==> src/rtl/control_sequencer.sv <==
// Multi-cycle control sequencer: fetch/decode/execute/memory/writeback FSM with memory timeout.
// Optional retired-instruction counter enabled by defining SEQ_PERF_CNT_EN.
module control_sequencer #(
    parameter int MEM_TIMEOUT = 8
) (
    input  logic        clk,
    input  logic        rst_n,
    input  logic        run,
    input  logic [15:0] instr,
    input  logic        flag_z,
    input  logic        mem_ready,
    output logic        mem_req,
    output logic        mem_we,
    output logic        mem_addr_sel,
    output logic        ir_load,
    output logic        pc_inc,
    output logic        pc_load,
    output logic        reg_we,
    output logic        flag_we,
    output logic        alu_src_imm,
    output logic [3:0]  alu_op,
    output logic        halted,
    output logic        fault,
    output logic [2:0]  state,
    output logic [15:0] retired
);

    typedef enum logic [2:0] {
        S_IDLE   = 3'd0,
        S_FETCH  = 3'd1,
        S_DECODE = 3'd2,
        S_EXEC   = 3'd3,
        S_MEM    = 3'd4,
        S_WB     = 3'd5,
        S_HALT   = 3'd6,
        S_FAULT  = 3'd7
    } state_t;

    localparam logic [3:0] OP_LOAD  = 4'hA;
    localparam logic [3:0] OP_STORE = 4'hB;
    localparam logic [3:0] OP_BRZ   = 4'hC;
    localparam logic [3:0] OP_JMP   = 4'hD;
    localparam logic [3:0] OP_NOP   = 4'hE;
    localparam logic [3:0] OP_HALT  = 4'hF;

    localparam int CNT_W = (MEM_TIMEOUT > 0) ? $clog2(MEM_TIMEOUT + 1) : 1;
    localparam logic [CNT_W-1:0] TMO_LIMIT = CNT_W'(MEM_TIMEOUT);
    localparam bit TMO_ENABLED = (MEM_TIMEOUT != 0);

    state_t           state_q;
    state_t           state_d;
    logic [CNT_W-1:0] tmo_cnt;
    logic             run_q;
    logic             run_rise;
    logic             waiting;
    logic             timeout_hit;
    logic [3:0]       op;
    logic             is_alu;
    logic             unused_instr_bits;

    assign op                = instr[15:12];
    assign is_alu            = (op <= 4'h9);
    assign run_rise          = run & ~run_q;
    assign timeout_hit       = TMO_ENABLED && (tmo_cnt == TMO_LIMIT);
    assign state             = state_q;
    assign unused_instr_bits = ^instr[11:2];

    always_ff @(posedge clk or negedge rst_n) begin
        if (!rst_n) begin
            state_q <= S_IDLE;
            run_q   <= 1'b0;
            tmo_cnt <= '0;
        end else begin
            state_q <= state_d;
            run_q   <= run;
            tmo_cnt <= (waiting && TMO_ENABLED) ? tmo_cnt + 1'b1 : '0;
        end
    end

    // A handshake in the same cycle the counter hits its limit takes priority over the fault.
    always_comb begin
        state_d      = state_q;
        waiting      = 1'b0;
        mem_req      = 1'b0;
        mem_we       = 1'b0;
        mem_addr_sel = 1'b0;
        ir_load      = 1'b0;
        pc_inc       = 1'b0;
        pc_load      = 1'b0;
        reg_we       = 1'b0;
        flag_we      = 1'b0;
        alu_src_imm  = 1'b0;
        alu_op       = 4'h0;
        halted       = 1'b0;
        fault        = 1'b0;
        case (state_q)
            S_IDLE: begin
                if (run_rise) state_d = S_FETCH;
            end
            S_FETCH: begin
                mem_req = 1'b1;
                if (mem_ready) begin
                    ir_load = 1'b1;
                    pc_inc  = 1'b1;
                    state_d = S_DECODE;
                end else if (timeout_hit) begin
                    state_d = S_FAULT;
                end else begin
                    waiting = 1'b1;
                end
            end
            S_DECODE: begin
                if (op == OP_HALT)     state_d = S_HALT;
                else if (op == OP_NOP) state_d = S_FETCH;
                else                   state_d = S_EXEC;
            end
            S_EXEC: begin
                if (is_alu) begin
                    alu_op      = op;
                    alu_src_imm = instr[0];
                    flag_we     = instr[1];
                    state_d     = S_WB;
                end else if (op == OP_LOAD || op == OP_STORE) begin
                    state_d = S_MEM;
                end else if (op == OP_BRZ) begin
                    pc_load = flag_z;
                    state_d = S_FETCH;
                end else begin
                    pc_load = (op == OP_JMP);
                    state_d = S_FETCH;
                end
            end
            S_MEM: begin
                mem_req      = 1'b1;
                mem_addr_sel = 1'b1;
                mem_we       = (op == OP_STORE);
                if (mem_ready) begin
                    state_d = (op == OP_STORE) ? S_FETCH : S_WB;
                end else if (timeout_hit) begin
                    state_d = S_FAULT;
                end else begin
                    waiting = 1'b1;
                end
            end
            S_WB: begin
                reg_we  = 1'b1;
                state_d = S_FETCH;
            end
            S_HALT: begin
                halted = 1'b1;
                if (run_rise) state_d = S_FETCH;
            end
            S_FAULT: begin
                fault = 1'b1;
            end
            default: state_d = S_IDLE;
        endcase
    end

`ifdef SEQ_PERF_CNT_EN
    logic        retire;
    logic [15:0] retired_q;

    // An instruction retires on the cycle it leaves its final state.
    assign retire = (state_q == S_WB)
                 || (state_q == S_EXEC && (op == OP_BRZ || op == OP_JMP))
                 || (state_q == S_MEM && op == OP_STORE && mem_ready)
                 || (state_q == S_DECODE && (op == OP_NOP || op == OP_HALT));

    always_ff @(posedge clk or negedge rst_n) begin
        if (!rst_n) begin
            retired_q <= 16'h0000;
        end else if (retire) begin
            retired_q <= retired_q + 16'h0001;
        end
    end

    assign retired = retired_q;
`else
    assign retired = 16'h0000;
`endif

endmodule

==> config.mk <==
export PLATFORM = sky130hd
export DESIGN_NAME = control_sequencer
export DESIGN_NICKNAME = d
export VERILOG_FILES = /design/src/rtl/control_sequencer.sv
export SDC_FILE = /design/constraint.sdc
export NUM_CORES = 1
export LEC_CHECK = 0
export CAP_MARGIN = 30
export CORE_ASPECT_RATIO = 1.4
export CORE_MARGIN = 2
export CORE_UTILIZATION = 36
export CTS_BUF_LIST = sky130_fd_sc_hd__clkbuf_4
export DETAILED_ROUTE_END_ITERATION = 16
export MAX_ROUTING_LAYER = met4
export PLACE_DENSITY_LB_ADDON = 0.3
export SLEW_MARGIN = 30
export SYNTH_ARGS = -nofsm -noshare
export SYNTH_HDL_FRONTEND = slang
export SYNTH_SLANG_ARGS = --single-unit
==> constraint.sdc <==
create_clock -name clk -period 2.25 [get_ports clk]
set_clock_uncertainty 0.15 [all_clocks]
set_input_delay 0.225 -clock clk [delete_from_list [all_inputs] [get_ports clk]]
set_output_delay 0.225 -clock clk [all_outputs]
set_load 0.01 [all_outputs]
== Yosys cells after proc, flatten, opt, wreduce, memory -nomap -nowiden ==
Index checks and enable logic that the tools add are counted.

* Register bits: 8
* Word-level logic and storage cells: 60

* Add/sub/neg operators: 1
* Reductions and logical operators: 6
* Order comparisons: 1
* Equality and inequality tests: 15
* Muxes and demuxes: 32
* Bitwise operators: 2

{| class="wikitable"
|+ Operators by type and width
! kind !! number
|-
| 4-bit == test (second input constant) || 7
|-
| 3-bit 2-to-1 mux || 8
|-
| 1-bit 2-to-1 mux || 19
|-
| 3-bit case mux with 6 select lines || 1
|-
| 3-bit == test (second input constant) || 4
|-
| 4-bit 2-to-1 mux || 3
|-
| 3-bit by 2-bit == test with 1-bit output (second input constant) || 2
|-
| 6-bit nonzero test || 1
|-
| 4-bit by 1-bit adder with 4-bit output (second input constant) || 1
|-
| 4-bit less-or-equal comparator (second input constant) || 1
|-
| 2-bit OR reduction || 2
|-
| 3-bit by 1-bit == test with 1-bit output (second input constant) || 1
|-
| 3-bit logical NOT || 1
|-
| 2-bit 2-to-1 mux || 1
|-
| 2-bit by 1-bit != test with 1-bit output (second input constant) || 1
|-
| 2-bit AND reduction || 1
|-
| 1-bit AND || 1
|-
| 1-bit logical OR || 1
|-
| 1-bit NOT || 1
|}

== Longest topological paths before layout ==
* Depth after elaboration: 5
* Mapped depth: 6
* Gate-level depth less buffers: 6

== Least setup slack after synthesis ==
Ideal clock, no wire load.

* Path type: reg2out
* Start: register state_q[1], in the netlist state[1]
* End: output port pc_load
* Buffers on the path: 1
* Slack: 0.571 ns
* Stages on the path, launching flop included: 4
* Data required time: 1.875 ns
* Data arrival time: 1.304 ns
* Path through: dfrtp_1 buf_2 nand3b_1 nor4_1

* Cells in the longest elaborated chain, start to end: 2

{| class="wikitable"
|+ RTL lines
! what !! line !! source
|-
| start: declaration || 50 || <nowiki>state_t state_q;</nowiki>
|-
| start signal: assignment || 74 || <nowiki>state_q <= state_d;</nowiki>
|-
| 3-bit by 2-bit == test with 1-bit output || 96 || <nowiki>case (state_q)</nowiki>
|-
| 1-bit 2-to-1 mux || 96 ||
|-
| end: declaration || 17 || <nowiki>output logic pc_load,</nowiki>
|}

Every way passes these cells.

== Worst setup path after layout ==
* Start: register state_q[2], in the netlist state[2]
* End: output port pc_load

Same word-level chain as after synthesis.

==> out/results.ini <==
[clocking]
cts_buffers=3
insertion_delay_ps=250
cts.sinks=8
cts.htree.levels=1
cts_tree=yes
clockRootBuffer=clkbuf_4
cts_resized=0
ctsHoldBuffers=0
postCtsSetupBuffers=0
clockBufferDepth=2
path_clk_slew_ps=50

[global_route]
globalRouteTotalUtil_pct=15.0
antenna_found_initial=0
grt_max_degree=12
grt_pass1_vias=675
grt_pass1_wl_mm=2.88
grt_overflow=0

[drt]
dr.first_iter.drc_count=10
wirelength_mm=1.84
vias_per_cell=4.94
drc=0
wire_per_inst_um=12.4
vias=731
antenna_left=0
dr.pass1.iters=4

[floorplan]
io_pins=55
die_h_um=60.2
fp.dieW_um=44.1
core-area_mm2=0.00215
dieArea_mm2=0.00265
num_rows=20
start_util_pct=37.7

[setup_path]
critPathLaunchType=register
reg2reg_from=state[1]
rrSetupSlack_ps=490
critPathMaxFanout=6
path_class=register to primary output
crit_required_ps=1880
r2r-end=state[1]
reg2reg_depth=5
end_kind=primary output
arrival_ps=1830

[layout]
final.fill_count=203
nNetsFinal=151
diodes=0
area_growth_syn_to_layout_pct=37.5
drive_above_1_share_pct=15.9
fin_area_mm2=0.00111
finalNonFillerCells=148

[sta]
fmaxAchievable_mhz=454
timing.final.crit_period_ps=2200
setup_violations=0
tns_ps=0
hold_viol_final=0
finalCritPeriodShare_pct=97.9
rsz0062_at_grt=true
drv_slew=0

[synth]
synth.avg_cell_area_um2=8.63
synth_edf_count=0
synth_cell_types=39
synth_seq_area_share_pct=24.7
synth_seq_cells=8
synth_ff_type=dfrtp_1
synthCells=94
syn-cell-area_um2=811
synth_warnings=0
synthArstFlopShare_pct=100

[place]
placed_area_mm2=0.00108
place_congestion=0.775
hpwl_mm=1.51
place_inst=145
io_buffers=28

[worst_hold_path]
min_path_type=input pin to asynchronous set/reset pin

[power_and_ir_drop]
p_per_area_mw_per_mm2=873
vdd_ir_drop_max_mv=0.292
p_leak_nw=0.486
totalPowerFinal_uw=973

[outcome]
outcome=finished, final reports clean

[flow_run]
max_cap_viol_count=0

-- where the power goes --
part	switching (mW)	leakage (nW)	total (mW)	internal (mW)
clock network	0.0433	0.0138	0.104	0.0607
registers	0.0534	0.101	0.236	0.183
logic	0.297	0.371	0.633	0.337
total	0.393	0.486	0.973	0.580
-- final cells by class --
cell class              count  area, um2  area share [%]
clock buffers               3       22.5            2.02
repair buffers             35        335            30.1
well taps                  22       27.5            2.47
multi-input cells          77        515            46.2
flip-flops and latches      8        203            18.2
inverters                   3       11.3            1.01
-- cell usage in the layout (no fill, tap or decap), drive strengths merged, types with 2 or more instances in the layout --
master,n
nor2b,4
nor2,10
inv,3
nand2,3
buf,7
nand3b,3
nor4,3
nor3b,4
ha,2
and3,2
dfrtp,8
clkbuf,3
a21oi,2
nand3,2
and2,4
clkdlybuf4s50,27
conb,16
nand2b,3
nand4b,2
-- kinds of logic (layout without fill, tap and decap cells) --
family                     Yosys count  in the layout  share of synthesized area, %
AOI/OAI and AO/OA                   10             10                          12.0
xor gates and xnor gates             2              2                          2.16
adders and majority gates            2              2                          3.09
buffers and inverters               24             41                          19.4
DFF                                  8              8                          24.7
muxes                                1              1                          1.23
other                                1             16                         0.463
and+or+nand+nor                     46             46                          36.9
-- layer usage --
layer	wire, um	vias up	global-route usage, %	share of wire [%]
li1	-	357	-	-
met1	670	342	15.7	36
met2	1050	30	28.4	57
met3	110	2	1.51	6.0
met4	8	0	5.19	0.44
met5	0	-	-	0
-- how the worst max path moves through the flow --
stage                         start        end  slack (ps)
final                      state[2]    pc_load          50
after global routing       state[2]  alu_op[0]         -70
after floorplan            state[1]    pc_load         570
after CTS                  state[0]    mem_req           2
after detailed placement  instr[15]  alu_op[3]          80
after global placement    instr[15]  alu_op[3]         110
-- Yosys cell counts (2+ instances only) --
library cell	n	share of area, %
buf_2	3	1.9
inv_1	3	1.4
and2_1	4	3.1
nand2b_1	3	2.3
buf_4	17	16
nor2_1	10	4.6
dfrtp_1	8	25
a21oi_1	2	1.2
nand3b_1	2	1.9
nor4_1	2	1.5
ha_1	2	3.1
nand4b_1	2	2.2
and3_1	2	1.5
nand2_1	2	0.93
nand3_1	2	1.2
nor3b_1	4	3.7
nor2b_1	4	3.1
-- sequential cells by signal, indices dropped and copies added, names as in the netlist --
| name | flops |
|---|---|
| run_q | 1 |
| state | 3 |
| tmo_cnt | 4 |
-- worst max-delay path, cell delays in order, from the launching register on --
cell and delay (ps):
dfrtp_1 410, nand3b_1 290, nor4_1 310, clkdlybuf4s50_1 580
-- metrics by stage --
stage          utilization [%]  worst slack (ps)  hold slack, ps
3_3_place_gp              50.2               107             328
5_1_grt                   51.8             -71.4             127
2_1_floorplan                -               571            -221
3_5_place_dp              50.2              76.5             352
6_report                  51.8              46.2             105
4_1_cts                   51.3              1.98             111
Power figures use the tool's default switching activity.
